--- src/rtl/fetch_pkg.sv ---
// Shared types for the fetch stage: FSM states, queue entry layout and reset constants.
// No logic here; imported by instr_fetch_unit and fetch_queue.
package fetch_pkg;

  localparam int          XLEN_DEF  = 32;
  localparam logic [31:0] NOP_INSTR = 32'h0000_0013;
  localparam int          OPCODE_W  = 7;

  typedef enum logic [1:0] {
    IDLE = 2'd0,
    REQ  = 2'd1,
    WAIT = 2'd2,
    DROP = 2'd3
  } fetch_state_t;

  typedef struct packed {
    logic [XLEN_DEF-1:0] pc;
    logic [31:0]         instr;
  } fetch_entry_t;

endpackage

--- src/rtl/fetch_queue.sv ---
// Registered FIFO of fetch entries; a push is visible at the head the following cycle.
// Pushes while full are dropped, pops while empty are ignored, and flush beats push and pop.
module fetch_queue
  import fetch_pkg::*;
#(
  parameter int DEPTH = 2
) (
  input  logic                     clk,
  input  logic                     rst_n,
  input  logic                     i_push,
  input  fetch_entry_t             i_push_dat,
  input  logic                     i_pop,
  input  logic                     i_flush,
  output fetch_entry_t             o_head,
  output logic                     o_full,
  output logic                     o_empty,
  output logic [$clog2(DEPTH):0]   o_count
);

  localparam int AW = $clog2(DEPTH);

  fetch_entry_t  r_mem [DEPTH];
  logic [AW-1:0] r_wptr;
  logic [AW-1:0] r_rptr;
  logic [AW:0]   r_count;
  logic          w_push;
  logic          w_pop;

  assign o_full  = (r_count == (AW+1)'(DEPTH));
  assign o_empty = (r_count == '0);
  assign o_count = r_count;
  assign o_head  = r_mem[r_rptr];
  assign w_push  = i_push && !o_full;
  assign w_pop   = i_pop && !o_empty;

  // DEPTH is a power of two, so the pointers wrap naturally.
  always_ff @(posedge clk or negedge rst_n) begin
    if (!rst_n) begin
      r_wptr  <= '0;
      r_rptr  <= '0;
      r_count <= '0;
    end else if (i_flush) begin
      r_wptr  <= '0;
      r_rptr  <= '0;
      r_count <= '0;
    end else begin
      if (w_push) r_wptr <= r_wptr + 1'b1;
      if (w_pop)  r_rptr <= r_rptr + 1'b1;
      r_count <= r_count + (AW+1)'(w_push) - (AW+1)'(w_pop);
    end
  end

  always_ff @(posedge clk) begin
    if (w_push && !i_flush) r_mem[r_wptr] <= i_push_dat;
  end

endmodule

--- src/rtl/instr_fetch_unit.sv ---
// Fetch stage: one outstanding imem request, 2-cycle accept-to-if_valid, redirect flushes in-flight work.
// Requests stop when queue+outstanding reaches QDEPTH; FETCH_PERF_CNT_EN adds pop/stall counters.
module instr_fetch_unit
  import fetch_pkg::*;
#(
  parameter int              XLEN     = XLEN_DEF,
  parameter logic [XLEN-1:0] RESET_PC = XLEN'(32'h0000_0000),
  parameter int              QDEPTH   = 2
) (
  input  logic                clk,
  input  logic                rst_n,
  output logic                imem_req_valid,
  input  logic                imem_req_ready,
  output logic [XLEN-1:0]     imem_req_addr,
  input  logic                imem_rsp_valid,
  input  logic [31:0]         imem_rsp_data,
  input  logic                redirect_valid,
  input  logic [XLEN-1:0]     redirect_pc,
  input  logic                id_stall,
  output logic                if_valid,
  output logic [31:0]         if_instr,
  output logic [XLEN-1:0]     if_pc,
  output logic [OPCODE_W-1:0] if_opcode
`ifdef FETCH_PERF_CNT_EN
  ,
  output logic [31:0]         perf_fetch_cnt,
  output logic [31:0]         perf_stall_cnt
`endif
);

  localparam int CW = $clog2(QDEPTH) + 1;

  fetch_state_t    r_state;
  logic [XLEN-1:0] r_pc;

  fetch_entry_t    w_head;
  fetch_entry_t    w_push_dat;
  logic            w_full;
  logic            w_empty;
  logic [CW-1:0]   w_count;
  logic            w_credit;
  logic            w_push;
  logic            w_pop;
  logic            w_req_fire;
  logic [XLEN-1:0] w_redir_pc;
  logic            w_unused_redir_lsb;

  assign w_redir_pc         = {redirect_pc[XLEN-1:2], 2'b00};
  assign w_unused_redir_lsb = ^redirect_pc[1:0];

  // Outstanding is always zero while in REQ, so credit is just free queue slots.
  assign w_credit       = (w_count < CW'(QDEPTH));
  assign imem_req_valid = (r_state == REQ) && w_credit && !redirect_valid;
  assign imem_req_addr  = r_pc;
  assign w_req_fire     = imem_req_valid && imem_req_ready;

  // The pc has already advanced past the outstanding request.
  assign w_push_dat = '{pc: XLEN_DEF'(r_pc - XLEN'(4)), instr: imem_rsp_data};
  assign w_push     = (r_state == WAIT) && imem_rsp_valid && !redirect_valid && !w_full;
  assign w_pop      = if_valid && !id_stall;

  assign if_valid  = !w_empty;
  assign if_instr  = w_empty ? NOP_INSTR : w_head.instr;
  assign if_pc     = w_empty ? '0 : XLEN'(w_head.pc);
  assign if_opcode = if_instr[OPCODE_W-1:0];

  always_ff @(posedge clk or negedge rst_n) begin
    if (!rst_n) begin
      r_state <= IDLE;
      r_pc    <= RESET_PC;
    end else if (redirect_valid) begin
      r_pc <= w_redir_pc;
      case (r_state)
        WAIT, DROP: r_state <= imem_rsp_valid ? REQ : DROP;
        default:    r_state <= REQ;
      endcase
    end else begin
      case (r_state)
        IDLE: r_state <= REQ;
        REQ: begin
          if (w_req_fire) begin
            r_pc    <= r_pc + XLEN'(4);
            r_state <= WAIT;
          end
        end
        WAIT: if (imem_rsp_valid) r_state <= REQ;
        DROP: if (imem_rsp_valid) r_state <= REQ;
      endcase
    end
  end

  fetch_queue #(
    .DEPTH(QDEPTH)
  ) u_queue (
    .clk        (clk),
    .rst_n      (rst_n),
    .i_push     (w_push),
    .i_push_dat (w_push_dat),
    .i_pop      (w_pop),
    .i_flush    (redirect_valid),
    .o_head     (w_head),
    .o_full     (w_full),
    .o_empty    (w_empty),
    .o_count    (w_count)
  );

`ifdef FETCH_PERF_CNT_EN
  logic [31:0] r_perf_fetch;
  logic [31:0] r_perf_stall;

  always_ff @(posedge clk or negedge rst_n) begin
    if (!rst_n) begin
      r_perf_fetch <= '0;
      r_perf_stall <= '0;
    end else begin
      if (w_pop)                r_perf_fetch <= r_perf_fetch + 32'd1;
      if (if_valid && id_stall) r_perf_stall <= r_perf_stall + 32'd1;
    end
  end

  assign perf_fetch_cnt = r_perf_fetch;
  assign perf_stall_cnt = r_perf_stall;
`endif

endmodule

--- config.mk ---
export PLATFORM = sky130hd
export DESIGN_NAME = instr_fetch_unit
export DESIGN_NICKNAME = d
export VERILOG_FILES = /design/src/rtl/fetch_pkg.sv /design/src/rtl/fetch_queue.sv /design/src/rtl/instr_fetch_unit.sv
export SDC_FILE = /design/constraint.sdc
export NUM_CORES = 1
export LEC_CHECK = 0
export ABC_AREA = 1
export CAP_MARGIN = 10
export CELL_PAD_IN_SITES_DETAIL_PLACEMENT = 0
export CELL_PAD_IN_SITES_GLOBAL_PLACEMENT = 2
export CORE_MARGIN = 2
export CORE_UTILIZATION = 30
export DETAILED_ROUTE_END_ITERATION = 6
export PLACE_DENSITY = 0.81
export REMOVE_ABC_BUFFERS = 1
export SYNTH_ARGS = -nofsm -noshare
export SYNTH_HDL_FRONTEND = slang
export SYNTH_HIERARCHICAL = 1
export SYNTH_SLANG_ARGS = --single-unit
--- constraint.sdc ---
create_clock -name clk -period 18.7 [get_ports clk]
set_input_delay 5.61 -clock clk [delete_from_list [all_inputs] [get_ports clk]]
set_output_delay 5.61 -clock clk [all_outputs]
set_load 0.03 [all_outputs]
==> run summary <==
The register-to-register setup slack is 16.24 ns. The number of cells traversed by the worst hold path came out at 2. The synthesized instance count came out at 1,023. The top cell type by total area after synthesis is sky130_fd_sc_hd__edfxtp_1. Setup repair after global routing left no endpoint under its margin. The routed layout has 6,735 vias.

The worst max-slew margin expressed relative to the limit came out at 37.52%. The maximum root-to-sink buffer count is 2. The power spent charging and discharging nets is 256.4 uW. The number of antenna violations at the first check in global routing is 0. After routing, the total negative slack on setup checks comes to 0 ns.

The final worst clock skew came out at 0.01991 ns. The setup path with the least slack is of type input pin to output pin. The share of Yosys cell area claimed by the top area cell type is 44.47%. TritonCTS built the clock tree. For this design, the CTS-stage hold fixing added 0 buffers. The post-cts resize count is 0. The buffer count from post-CTS setup fixing came out at 0.

The overall fraction of global-route tracks in use is 15.04%. The number of slew-limit violations in the final report came out at 0. In this run the critical register-to-register path is launched from u_queue/o_count[1]$_DFF_PN0_. In the final layout, the multi-input gates occupy 0.003136 mm2.

The first-pass GRT wire length came out at 35,470 um. By area the synthesized netlist is led by sky130_fd_sc_hd__edfxtp_1 44%, sky130_fd_sc_hd__nand2_1 17%, sky130_fd_sc_hd__dfrtp_1 10%, sky130_fd_sc_hd__nor2_1 6.2%, sky130_fd_sc_hd__inv_1 4.9%. The clock net sink count is 164. The filler cell count in the final layout came out at 3,008. The run finished with clean final reports. For the worst setup path, the data required time is 13.09 ns. The placement row count came out at 62. The data arrival time of the critical path is 7.66 ns. Relative to the synthesized area, the layout overhead comes to 28.40%. The end of the worst register-to-register path is u_queue/o_count[1]$_DFF_PN0_. The peak supply drop is 51.11 uV. The number of distinct library cells after synthesis came out at 42. The remaining design rule violation count came out at 0. The worst setup path is launched from an input pin. The count of nets left with antenna violations after detail routing is 0. For this run, the number of Yosys warnings is 6. The number of failing setup endpoints in the final timing report is 0. The count of state elements after synthesis came out at 164. The number of detailed-routing iterations run before antenna repair is 5. The number of placed instances with taps included is 1,535.

The maximum number of pins on one net before global-route repair is 67. After the first detailed-routing iteration, the DRC count stood at 359. The count of input and output buffers came out at 170.

The later pin in the worst-skew pair is clocked with a latency of 0.42 ns. The clock-pin transition on the worst setup and hold timing paths came out at 0.07 ns. The endpoint of the worst hold path is r_state[0]$_DFFE_PN0P_. The root buffer cell chosen for the clock tree is sky130_fd_sc_hd__clkbuf_16. The floorplan step set the die width to 173.7 um. The hold violation total from the final report was 0. The total of max-cap violations came out at 0. The startpoint of the lowest-slack hold path is r_state[0]$_DFFE_PN0P_. The total wire length after detailed routing is 22,500 um. In the final design database the tool counted 1,244 nets. The standard cell core area is 0.02855 mm2. The half-perimeter wire length of the detailed placement result came out at 15,100 um. Leaving out filler cells and counting taps, the final layout contains 1,567. Of all nets on the critical path, the largest fanout is 37.

The clock network fraction of design power is 37.1%. The post-synthesis instance area is 0.008643 mm2. The logic gate share of total power is 14.9%. Based on the critical path, the design can be clocked at up to 0.07539 GHz. In this run the static leakage power is 4.622 nW.

The effective utilization at floorplan is 30.28%. The sum of overflow across all layers after global routing is 0. The transition time at the pin with the least slew margin is 0.9373 ns.

The worst setup path is captured at an output pin. The detailed-route wire length per cell is 14.36 um. The power per standard cell area is 81.34 mW/mm2. The clock period minus worst slack came out at 13.27 ns.

The via count of the first global-routing pass came out at 6,340. The repair_antennas step left the layout with diodes totalling 0. The sequential-to-total area share from yosys stat came out at 54.89%. The via density per instance is 4.298.

At the end of routability-driven placement, the weighted congestion stood at 0.8068. The total die area came out at 0.03018 mm2. The share of total power dissipated in sequential elements is 48.1%. The fraction of final layout cells with drive strength greater than 1 came out at 6.762%. The count of cells along the worst register-to-register path is 12. The I/O pin count came out at 175. The cell internal power dissipation came out at 646.3 uW. The count of H-tree levels built during CTS came out at 4. The die is 173.7 um tall. In this run the mean area of a mapped cell was 8.449 um2. The class of the worst hold path is register to register. The share of the clock period used by the worst path after layout came out at 70.94%.

The combined flip-flop and latch cell area came out at 0.004746 mm2. The number of buffers created by CTS came out at 17. Of the total power, the share spent switching nets is 28.40%.
[per-stage QoR]
| stage | area, um2 | power, mW | worst slack (ns) | util [%] | hold slack [ns] |
|---|---|---|---|---|---|
| 6_report | 11100 | 0.9027 | 5.435 | 38.88 | 0.5747 |
| 5_1_grt | 11100 | 0.9464 | 5.323 | 38.88 | 0.6167 |
| 4_1_cts | 11100 | 0.9156 | 5.414 | 38.88 | 0.5801 |
| 3_5_place_dp | 10540 | 0.5777 | 5.414 | 36.93 | 0.5616 |
| 3_3_place_gp | 10540 | 0.5763 | 5.427 | 36.93 | 0.5581 |
| 2_1_floorplan | 8298 | 0.5105 | 6.723 | - | 0.5353 |
[critical path: stages]
cell	delay, ns
sky130_fd_sc_hd__clkdlybuf4s50_1	0.40
sky130_fd_sc_hd__buf_4	0.27
sky130_fd_sc_hd__inv_4	0.35
sky130_fd_sc_hd__nand3_4	0.13
sky130_fd_sc_hd__nor2_1	0.17
sky130_fd_sc_hd__clkdlybuf4s50_1	0.69
[state kept, by name (all words and copies together), names as in the netlist]
name	cells
u_queue/o_count	2
u_queue/r_wptr	1
u_queue/r_mem	128
r_state	2
imem_req_addr	30
u_queue/r_rptr	1
[final cells by class]
class	instances	share of cell area, %
inverter	114	3.878
timing repair buffer	177	15.76
clock buffer	18	3.867
sequential	164	42.76
multi-input combinational	696	28.25
clock inverter	14	1.150
tap	384	4.329
[cells by family (layout without fill, tap and decap cells)]
family          Yosys count  after routing  synth area share (%)
compound gates           36             36                 2.591
xor+xnor                 25             25                 2.533
fa+ha+maj                 4              4                0.5791
buf+inv                 168            323                 9.192
flops                   164            164                 54.89
other cells               1              6               0.04339
simple gates            625            625                 30.17
[worst max-delay path by stage]
stage / from / end / slack (ns) / cells past startpoint
3_5_place_dp: redirect_valid / imem_req_valid / 5.41 / 6
3_3_place_gp: redirect_valid / imem_req_valid / 5.43 / 6
5_1_grt: redirect_valid / imem_req_valid / 5.32 / 6
2_1_floorplan: redirect_valid / imem_req_valid / 6.72 / 3
6_report: redirect_valid / imem_req_valid / 5.43 / 6
4_1_cts: redirect_valid / imem_req_valid / 5.41 / 6
[power groups by stage]
stage,clock network [mW],registers [mW],logic (mW)
2_1_floorplan,0,0.451,0.0591
3_3_place_gp,0,0.442,0.134
3_5_place_dp,0,0.442,0.135
4_1_cts,0.345,0.435,0.136
5_1_grt,0.361,0.437,0.148
6_report,0.334,0.434,0.134
[synth_stat cells (all sizes together)]
cell and number:
nand2 393, nor2 160, edfxtp 128, inv 114, nand3 47, buf 42
dfrtp 36, xor2 21, o21ai 16, clkbuf 12, nand4 7, a21oi 6
or2 6, o211ai 5, a22oi 4, ha 4, nor3 4, xnor2 4
a31oi 3, nand3b 3, nor4 3, and2 1, and3 1, conb 1
o22ai 1, o41ai 1
[layout by cell type, fill, tap and decap left out, types with 11 or more instances in the layout]
cell type | synthesis | layout
sky130_fd_sc_hd__dfrtp_1 | 36 | 35
sky130_fd_sc_hd__o21ai_0 | 14 | 14
sky130_fd_sc_hd__inv_1 | 112 | 111
sky130_fd_sc_hd__nor2_2 | 11 | 11
sky130_fd_sc_hd__edfxtp_1 | 128 | 128
sky130_fd_sc_hd__clkdlybuf4s50_1 | 0 | 169
sky130_fd_sc_hd__clkbuf_16 | 0 | 17
sky130_fd_sc_hd__nand3_1 | 46 | 46
sky130_fd_sc_hd__nand2_1 | 385 | 385
sky130_fd_sc_hd__xor2_1 | 21 | 21
sky130_fd_sc_hd__nor2_1 | 143 | 142
[per-layer routing]
layer | routed length, um | vias up | global-route usage [%]
li1 | - | 3489 | -
met1 | 11010 | 3101 | 20.63
met2 | 10610 | 136 | 24.90
met3 | 686 | 9 | 2.346
met4 | 193 | 0 | 3.817
met5 | 0 | - | 0
No activity file was read; power rests on OpenSTA's default activity.
